--- src/rtl/z80_bus_pkg.sv ---
// Shared Z80 bus types: opcodes, master FSM states, strobe bundle.
// Used by the interrupt-acknowledge master and its opcode-fetch helper.
package z80_bus_pkg;

  localparam logic [7:0] OP_ED = 8'hED;
  localparam logic [7:0] OP_4D = 8'h4D;
  localparam logic [7:0] OP_CB = 8'hCB;

  typedef enum logic [3:0] {
    IDLE,
    A_T1,
    A_T2,
    A_TW,
    A_T3,
    F1_T1,
    F1_T2,
    F1_T3,
    F2_T1,
    F2_T2,
    F2_T3
  } state_t;

  typedef enum logic [1:0] {
    PH_IDLE,
    PH_T1,
    PH_T2,
    PH_T3
  } fetch_ph_t;

  typedef struct packed {
    logic m1_n;
    logic iorq_n;
    logic rd_n;
  } bus_t;

endpackage

--- src/rtl/z80_opfetch_seq.sv ---
// One three-T-state opcode fetch driving a fixed byte onto the bus.
// A start pulse in the cycle before T1 launches (or relaunches) it.
module z80_opfetch_seq
  import z80_bus_pkg::*;
(
  input  logic       clk,
  input  logic       rst_n,
  input  logic       start,
  input  logic [7:0] op,
  output logic       m1_n,
  output logic       rd_n,
  output logic [7:0] dout,
  output logic       dout_en
);

  fetch_ph_t ph, ph_n;

  always_comb begin
    ph_n = ph;
    if (start) begin
      ph_n = PH_T1;
    end else begin
      unique case (ph)
        PH_T1:   ph_n = PH_T2;
        PH_T2:   ph_n = PH_T3;
        PH_T3:   ph_n = PH_IDLE;
        default: ph_n = PH_IDLE;
      endcase
    end
  end

  // Byte stays on the bus through T3 so it is latched on the strobe rise
  always_ff @(posedge clk or negedge rst_n) begin
    if (!rst_n) begin
      ph      <= PH_IDLE;
      m1_n    <= 1'b1;
      rd_n    <= 1'b1;
      dout    <= 8'h00;
      dout_en <= 1'b0;
    end else begin
      ph      <= ph_n;
      m1_n    <= !(ph_n == PH_T1 || ph_n == PH_T2);
      rd_n    <= (ph_n != PH_T2);
      dout_en <= (ph_n != PH_IDLE);
      if (start) begin
        dout <= op;
      end else if (ph_n == PH_IDLE) begin
        dout <= 8'h00;
      end
    end
  end

endmodule

--- src/rtl/z80_int_ack_master.sv ---
// Host-side Z80 mode-2 interrupt acknowledge and RETI (ED 4D) emitter.
// All bus outputs come straight from flops updated with the next state.
module z80_int_ack_master
  import z80_bus_pkg::*;
#(
  parameter int WAIT_STATES = 2
) (
  input  logic        CLK,
  input  logic        RESET_n,
  input  logic        INT_n,
  input  logic        IEN,
  input  logic        SAMPLE,
  input  logic [7:0]  I_REG,
  input  logic        RETI_REQ,
  input  logic        WAIT_n,
  input  logic [7:0]  DI,
  output logic        M1_n,
  output logic        IORQ_n,
  output logic        RD_n,
  output logic [7:0]  DO,
  output logic        DO_EN,
  output logic [15:0] VECTOR,
  output logic        VEC_VALID,
  output logic        RETI_DONE,
  output logic        BUSY
);

  localparam int WW = $clog2(WAIT_STATES + 1);
  localparam logic [WW-1:0] WMAX = WW'(WAIT_STATES);

  state_t        state, state_n;
  logic          reti_pend;
  logic [WW-1:0] wcnt;
  bus_t          ack;
  logic          f_start;
  logic [7:0]    f_op;
  logic          f_m1_n;
  logic          f_rd_n;

  always_comb begin
    state_n = state;
    unique case (state)
      IDLE: begin
        if (reti_pend || RETI_REQ) begin
          state_n = F1_T1;
        end else if (SAMPLE && IEN && !INT_n) begin
          state_n = A_T1;
        end
      end
      A_T1:  state_n = A_T2;
      A_T2:  state_n = A_TW;
      A_TW: begin
        if (wcnt == WMAX && WAIT_n) begin
          state_n = A_T3;
        end
      end
      A_T3:  state_n = IDLE;
      F1_T1: state_n = F1_T2;
      F1_T2: state_n = F1_T3;
      F1_T3: state_n = F2_T1;
      F2_T1: state_n = F2_T2;
      F2_T2: state_n = F2_T3;
      F2_T3: state_n = IDLE;
      default: state_n = IDLE;
    endcase
  end

  assign f_start = (state_n == F1_T1) || (state_n == F2_T1);
  assign f_op    = (state_n == F1_T1) ? OP_ED : OP_4D;

  // wcnt reads 1 in the first TW and saturates at WAIT_STATES
  always_ff @(posedge CLK or negedge RESET_n) begin
    if (!RESET_n) begin
      state     <= IDLE;
      reti_pend <= 1'b0;
      wcnt      <= WW'(1);
      VECTOR    <= 16'h0000;
      ack       <= '{m1_n: 1'b1, iorq_n: 1'b1, rd_n: 1'b1};
      VEC_VALID <= 1'b0;
      RETI_DONE <= 1'b0;
      BUSY      <= 1'b0;
    end else begin
      state <= state_n;
      if (state_n == F1_T1) begin
        reti_pend <= 1'b0;
      end else if (RETI_REQ) begin
        reti_pend <= 1'b1;
      end
      if (state != A_TW) begin
        wcnt <= WW'(1);
      end else if (wcnt != WMAX) begin
        wcnt <= wcnt + WW'(1);
      end
      if (state == A_TW && state_n == A_T3) begin
        VECTOR <= {I_REG, DI};
      end
      ack.m1_n   <= !(state_n == A_T1 || state_n == A_T2 || state_n == A_TW);
      ack.iorq_n <= (state_n != A_TW);
      ack.rd_n   <= 1'b1;
      VEC_VALID  <= (state_n == A_T3);
      RETI_DONE  <= (state_n == F2_T3);
      BUSY       <= (state_n != IDLE);
    end
  end

  z80_opfetch_seq u_fetch (
    .clk     (CLK),
    .rst_n   (RESET_n),
    .start   (f_start),
    .op      (f_op),
    .m1_n    (f_m1_n),
    .rd_n    (f_rd_n),
    .dout    (DO),
    .dout_en (DO_EN)
  );

  assign M1_n   = ack.m1_n & f_m1_n;
  assign IORQ_n = ack.iorq_n;
  assign RD_n   = ack.rd_n & f_rd_n;

endmodule

--- config.mk ---
export PLATFORM = sky130hd
export DESIGN_NAME = z80_int_ack_master
export DESIGN_NICKNAME = d
export VERILOG_FILES = /design/src/rtl/z80_bus_pkg.sv /design/src/rtl/z80_opfetch_seq.sv /design/src/rtl/z80_int_ack_master.sv
export SDC_FILE = /design/constraint.sdc
export NUM_CORES = 1
export LEC_CHECK = 0
export BUFFER_PORTS_ARGS = -buffer_cell sky130_fd_sc_hd__buf_2
export CORE_AREA = 2 2 61 63
export CTS_BUF_LIST = sky130_fd_sc_hd__clkbuf_16
export DETAILED_ROUTE_END_ITERATION = 7
export DIE_AREA = 0 0 63 65
export HOLD_SLACK_MARGIN = 0.02
export PLACE_DENSITY = 0.77
export SLEW_MARGIN = 15
export SYNTH_ARGS = -nofsm -noshare
export SYNTH_HDL_FRONTEND = slang
export SYNTH_SLANG_ARGS = --single-unit
--- constraint.sdc ---
create_clock -name CLK -period 2.3 [get_ports CLK]
set_clock_uncertainty 0.05 [all_clocks]
set_input_delay 0.345 -clock CLK [delete_from_list [all_inputs] [get_ports CLK]]
set_output_delay 0.345 -clock CLK [all_outputs]
set_load 0.01 [all_outputs]
==> Word level (Yosys, flattened, before mapping) <==
Index checks and enable logic that the tools add are counted.
{ "classes": {"n_addsub": 1, "eq_ne": 24, "n_mux": 13, "n_bitwise": 1, "reduce_logical": 19} }
{ "ops": {"columns": ["op", "n"], "rows": [
  ["4-bit case mux with 9 select lines", 1],
  ["8-bit two-way mux", 3],
  ["4-bit by 3-bit == test with 1-bit output, second input constant", 5],
  ["4-bit by 2-bit == test with 1-bit output, second input constant", 4],
  ["4-bit == test, second input constant", 4],
  ["4-bit two-way mux", 3],
  ["4-bit by 1-bit == test with 1-bit output, second input constant", 2],
  ["4-bit by 2-bit inequality test with 1-bit output, second input constant", 2],
  ["2-bit nonzero test", 4],
  ["2-bit == test, second input constant", 3],
  ["2-bit two-way mux", 3],
  ["1-bit logical OR", 5],
  ["2-bit by 1-bit == test with 1-bit output, second input constant", 2],
  ["1-bit logical AND", 4],
  ["4-bit zero test", 1],
  ["2-bit inequality test, second input constant", 2],
  ["2-bit case mux with 2 select lines", 1],
  ["4-bit nonzero test", 1],
  ["1-bit zero test", 3],
  ["2-bit by 1-bit adder with 2-bit output, second input constant", 1],
  ["2-bit zero test", 1],
  ["1-bit two-way mux", 2],
  ["1-bit bitwise AND", 1]
]} }
{ "totals": {"regBits": 41, "inputBits": 23, "wordCells": 72} }

==> Logic depth before layout (Yosys ltp) <==
{ "logic_depth": {"ltp_word": 11, "depth_mapped": 9, "mapped_depth_nobuf": 9} }

==> Hierarchy <==
From an unflattened synthesis, not the netlist that was laid out.
{ "hier_totals": {"hier_cells": 140, "hier_area_um2": 1806.7} }
{ "by_module_without_submodules": {"columns": ["mod", "instances", "cells_per_inst", "area_each_um2", "seq_area_each_um2"], "rows": [
  ["z80_int_ack_master", 1, 106, 1303.8, 704.4],
  ["z80_opfetch_seq", 1, 34, 503.0, 327.8]
]} }

==> Worst setup path before layout <==
OpenSTA, ideal clock, no wires.
{ "synth_timing": {"kind": "flip-flop to flip-flop", "from": "reg state[2]", "to": "reg u_fetch.dout[5]", "t_arrival_ns": 1.759, "slack_ns": 0.409, "stages_incl_launch_ff": 10, "cell_sequence": "dfrtp_1 -> buf_6 -> or4_4 -> a21oi_2 -> nor2_1 -> ha_1 -> inv_1 -> nand2_1 -> o21a_1 -> o22ai_1"} }
{ "synth_between": {"elab_chain_len": 8, "elab_cells_between_ends": 21, "cone_classes": "10 x eq/ne; 7 x mux; 4 x reduce/logical"} }
{ "synth_lines": {"columns": ["item", "line_no", "source"], "rows": [
  ["start, declared", "z80_int_ack_master.sv:31", "state_t state, state_n;"],
  ["start signal, assigned", "z80_int_ack_master.sv:83", "state <= state_n;"],
  ["4-bit two-way mux", "z80_int_ack_master.sv:46", "end else if (SAMPLE && IEN && !INT_n) begin"],
  ["4-bit two-way mux", "z80_int_ack_master.sv:44", "if (reti_pend || RETI_REQ) begin"],
  ["4-bit case mux with 9 select lines (*)", "z80_int_ack_master.sv:42", "unique case (state)"],
  ["4-bit by 3-bit == test with 1-bit output or 4-bit == test (tied branches)", "z80_int_ack_master.sv:68, z80_int_ack_master.sv:69", null],
  ["1-bit logical OR", "z80_int_ack_master.sv:68", "assign f_start = (state_n == F1_T1) || (state_n == F2_T1);"],
  ["2-bit two-way mux", "z80_opfetch_seq.sv:20", "if (start) begin"],
  ["2-bit zero test", "z80_opfetch_seq.sv:47", "end else if (ph_n == PH_IDLE) begin"],
  ["2-bit nonzero test (no line)", null, null],
  ["end signal, assigned", "z80_opfetch_seq.sv:46", "dout <= op;"],
  ["end, declared", "z80_opfetch_seq.sv:12", "output logic [7:0] dout,"]
]} }
Mark *: on every way between the ends. The rest lies on a longest branch, timed or not.
A chain may end at the register's enable or synchronous reset.

==> Worst setup path after layout <==
{ "layout_timing": {"from": "reg state[0]", "to": "reg u_fetch.dout[5]"} }
The elaborated chain is that of the path after synthesis.

==> impl_metrics.py <==
metrics = {
    "timing": {
        "min_period_ps": 1950,
        "fin_setup_tns_ps": 0,
        "fin_crit_sh_pct": 84.9,
        "slew_violations": 0,
        "rsz0062_at_grt": "false",
        "setup_viol_count_final": 0,
        "worst_slew_pin_slew_ps": 743,
        "relSlewSlack_pct": 50.5,
        "clock.fmax_ghz": 0.512,
        "hold_violations": 0,
    },
    "clocking": {
        "ctsResizeCount": 0,
        "cts.sinks": 35,
        "htree_levels": 2,
        "cts_hold_buffers": 0,
        "post_cts_buffers": 0,
        "clockBufferDepth": 2,
        "cts_tree": "done",
        "numCtsBuffers": 5,
        "clkLatencyLatePin_ps": 270,
        "cts-root-buf": "clkbuf_16",
        "clk_pin_slew_worst_paths_ps": 50,
    },
    "critical_path": {
        "endpoint": "u_fetch.dout[5]",
        "crit_family": "simple AND/OR/NAND/NOR gates",
        "start_kind": "flop",
        "worst_r2r_path_depth": 8,
        "criticalPathCategory": "flop to flop",
        "startpoint": "state[0]",
        "r2r_slack_ps": 350,
        "r2r-start": "state[0]",
        "crit_fanout": 3,
        "crit_path_end_kind": "flop",
        "worstPathArrival_ps": 2090,
        "worst-path-buf-inv": 1,
        "slowest_delay_ps": 550,
        "crit_chain": "or4_4 > a21oi_2 > nor2_1 > ha_1 > inv_1 > nand2_1 > o21a_1 > o22ai_1",
        "reg2reg_to": "u_fetch.dout[5]",
        "path_depth": 8,
        "required_ps": 2430,
        "cpMaxStageDelayCell": "or4_4",
    },
    "placement": {
        "dpl.hpwl_mm": 2.35,
        "numPortBuffers": 51,
        "dp.cells": 220,
        "routabilityCongestion": 0.792,
    },
    "final_layout": {
        "final_cells": 228,
        "area_growth_pct": 22.9,
        "multiInputGateArea_sq_um": 648,
        "fillers": 303,
        "drive_gt1_share_pct": 48.3,
        "antennaDiodeCount": 0,
        "regArea_sq_um": 882,
        "final_nets": 206,
    },
    "power_and_ir_drop": {
        "powerDensity_nw_per_um2": 1400,
        "p_leak_nw": 1.07,
        "ir_drop_mv": 0.511,
        "swShare_pct": 36.7,
        "pwr-share-comb_pct": 42.6,
        "p_seq_share_pct": 35.4,
        "clkPwrFrac_pct": 22.0,
        "internal_power_mw": 1.79,
        "p_switching_mw": 1.04,
    },
    "job": {
        "maxCapViolations": 0,
    },
    "grt": {
        "antenna_found_initial": 0,
        "grt_use_total_pct": 17.8,
        "grt_max_degree": 36,
        "overflow": 0,
        "grt_pass1_vias": 1148,
        "grt_pass1_wl_mm": 5.53,
    },
    "detailed_routing": {
        "drtIter0Drc": 83,
        "drc_errors": 0,
        "routedWlPerCell_microns": 14.8,
        "firstDrtPassIters": 5,
        "via_count": 1149,
        "drtAntennaViolNets": 0,
        "vias_per_cell": 5.04,
        "wirelength_mm": 3.37,
    },
    "floorplan": {
        "core-area_sq_um": 3500,
        "rows": 22,
        "ioPinCount": 54,
        "die_h_microns": 65,
        "start_util_pct": 47.1,
        "die_area_sq_um": 4100,
        "die_w_microns": 63,
    },
    "synthesis": {
        "yosys.area.top_type_share_pct": 45.6,
        "synth.most_common_cell": "dfrtp_1",
        "synth_area_leaders": "dfrtp_1 (46%), mux2_4 (8.2%), dfstp_2 (8.0%)",
        "yosysWarnings": 0,
        "syn_area_per_cell_sq_um": 12.8,
        "synthDistinctLibCells": 41,
        "synth_top_cell_by_area": "dfrtp_1",
        "ys.flop_type": "dfrtp_1",
        "async_reset_ff_share_pct": 100,
        "synth-seq-cells": 35,
        "synth_edf_count": 0,
        "synth_cells": 129,
        "ys_seq_area_share_pct": 53.5,
        "synth_commonest_cells": "dfrtp_1 (30), mux2_4 (9), nor2_1 (8)",
        "synthesis.area_sq_um": 1650,
    },
    "worst_hold_path": {
        "hp-class": "input port to asynchronous set/reset pin",
    },
    "run_status": {
        "status": "finished clean",
    },
}
worst min path at each step:
stage	start	end	slack (ps)	cells after the start
6_report	RESET_n	u_fetch.dout_en	90	1
5_1_grt	RESET_n	VECTOR[5]	150	1
4_1_cts	RESET_n	VECTOR[3]	110	1
3_5_place_dp	RESET_n	VECTOR[3]	400	1
3_3_place_gp	RESET_n	u_fetch.dout[6]	390	1
2_1_floorplan	RESET_n	BUSY	-0.6	0
state kept, by name, indices dropped and copies added (netlist names):
| signal | count |
|---|---|
| BUSY | 1 |
| IORQ_n | 1 |
| RETI_DONE | 1 |
| VECTOR | 16 |
| VEC_VALID | 1 |
| ack | 1 |
| reti_pend | 1 |
| state | 4 |
| u_fetch.dout | 2 |
| u_fetch.dout_en | 1 |
| u_fetch.m1_n | 1 |
| u_fetch.ph | 2 |
| u_fetch.rd_n | 1 |
| wcnt | 2 |
cell families after synthesis:
family          count (synthesis)  share of synthesized area [%]
flops                          35                           53.5
compound gates                 18                           7.82
simple gates                   37                           14.5
mux                            16                           13.0
xor+xnor                        1                          0.532
other cells                     1                          0.228
buf+inv                        17                           7.36
fa+ha+maj                       4                           3.04
metrics by stage:
step                cell area [sq um]  power (mW)  hold slack (ps)  util [%]  setup slack [ps]
finish                           2020        2.83             88.2      57.9               346
global route                     2020        3.02              146      57.9               243
global placement                 1890        2.12              390      54.0               460
detailed placement               1890        2.20              403      54.0               389
floorplan                        1650        1.88           -0.591         -               409
CTS                              2020        2.85              114      57.9               356
cells in the final DEF (no fill, tap or decap), drive strengths merged, types with 4 or more instances in the layout:
cell type / Yosys / routed
dfstp: 5 / 5
nand2: 6 / 6
inv: 5 / 6
clkbuf: 0 / 5
a21oi: 4 / 4
nand2b: 6 / 6
nor2: 10 / 10
mux2: 16 / 16
buf: 12 / 54
dfrtp: 30 / 30
nand3: 4 / 4
ha: 4 / 4
worst register-to-register path: stages, from the launching register on:
cell	delay [ps]
dfrtp_1	370
or4_4	550
a21oi_2	190
nor2_1	100
ha_1	200
inv_1	80
nand2_1	70
o21a_1	110
o22ai_1	150
power by group through the flow:
stage,logic [mW],clock network (mW),registers (mW)
after floorplan,0.827,0,1.05
after global placement,1.13,0,0.989
after detailed placement,1.19,0,1.01
after CTS,1.22,0.628,1.00
after global routing,1.33,0.664,1.03
final,1.20,0.621,1.00
routing by layer:
layer	part of all wire, %	routed length (microns)	track usage (%)
met1	37	1250	19.4
met3	7.2	242	5.73
met2	54	1830	32.2
met4	1.5	52	6.94
met5	0	0	0
area by class of cell:
| cell class | instances | area share, % |
|---|---|---|
| inverters | 5 | 0.927 |
| repair buffers | 54 | 13.7 |
| well taps | 48 | 2.97 |
| clock inverters | 3 | 0.618 |
| multi-input cells | 78 | 32.0 |
| flip-flops and latches | 35 | 43.6 |
| clock buffers | 5 | 6.18 |
No activity file was read; power rests on OpenSTA's default activity.
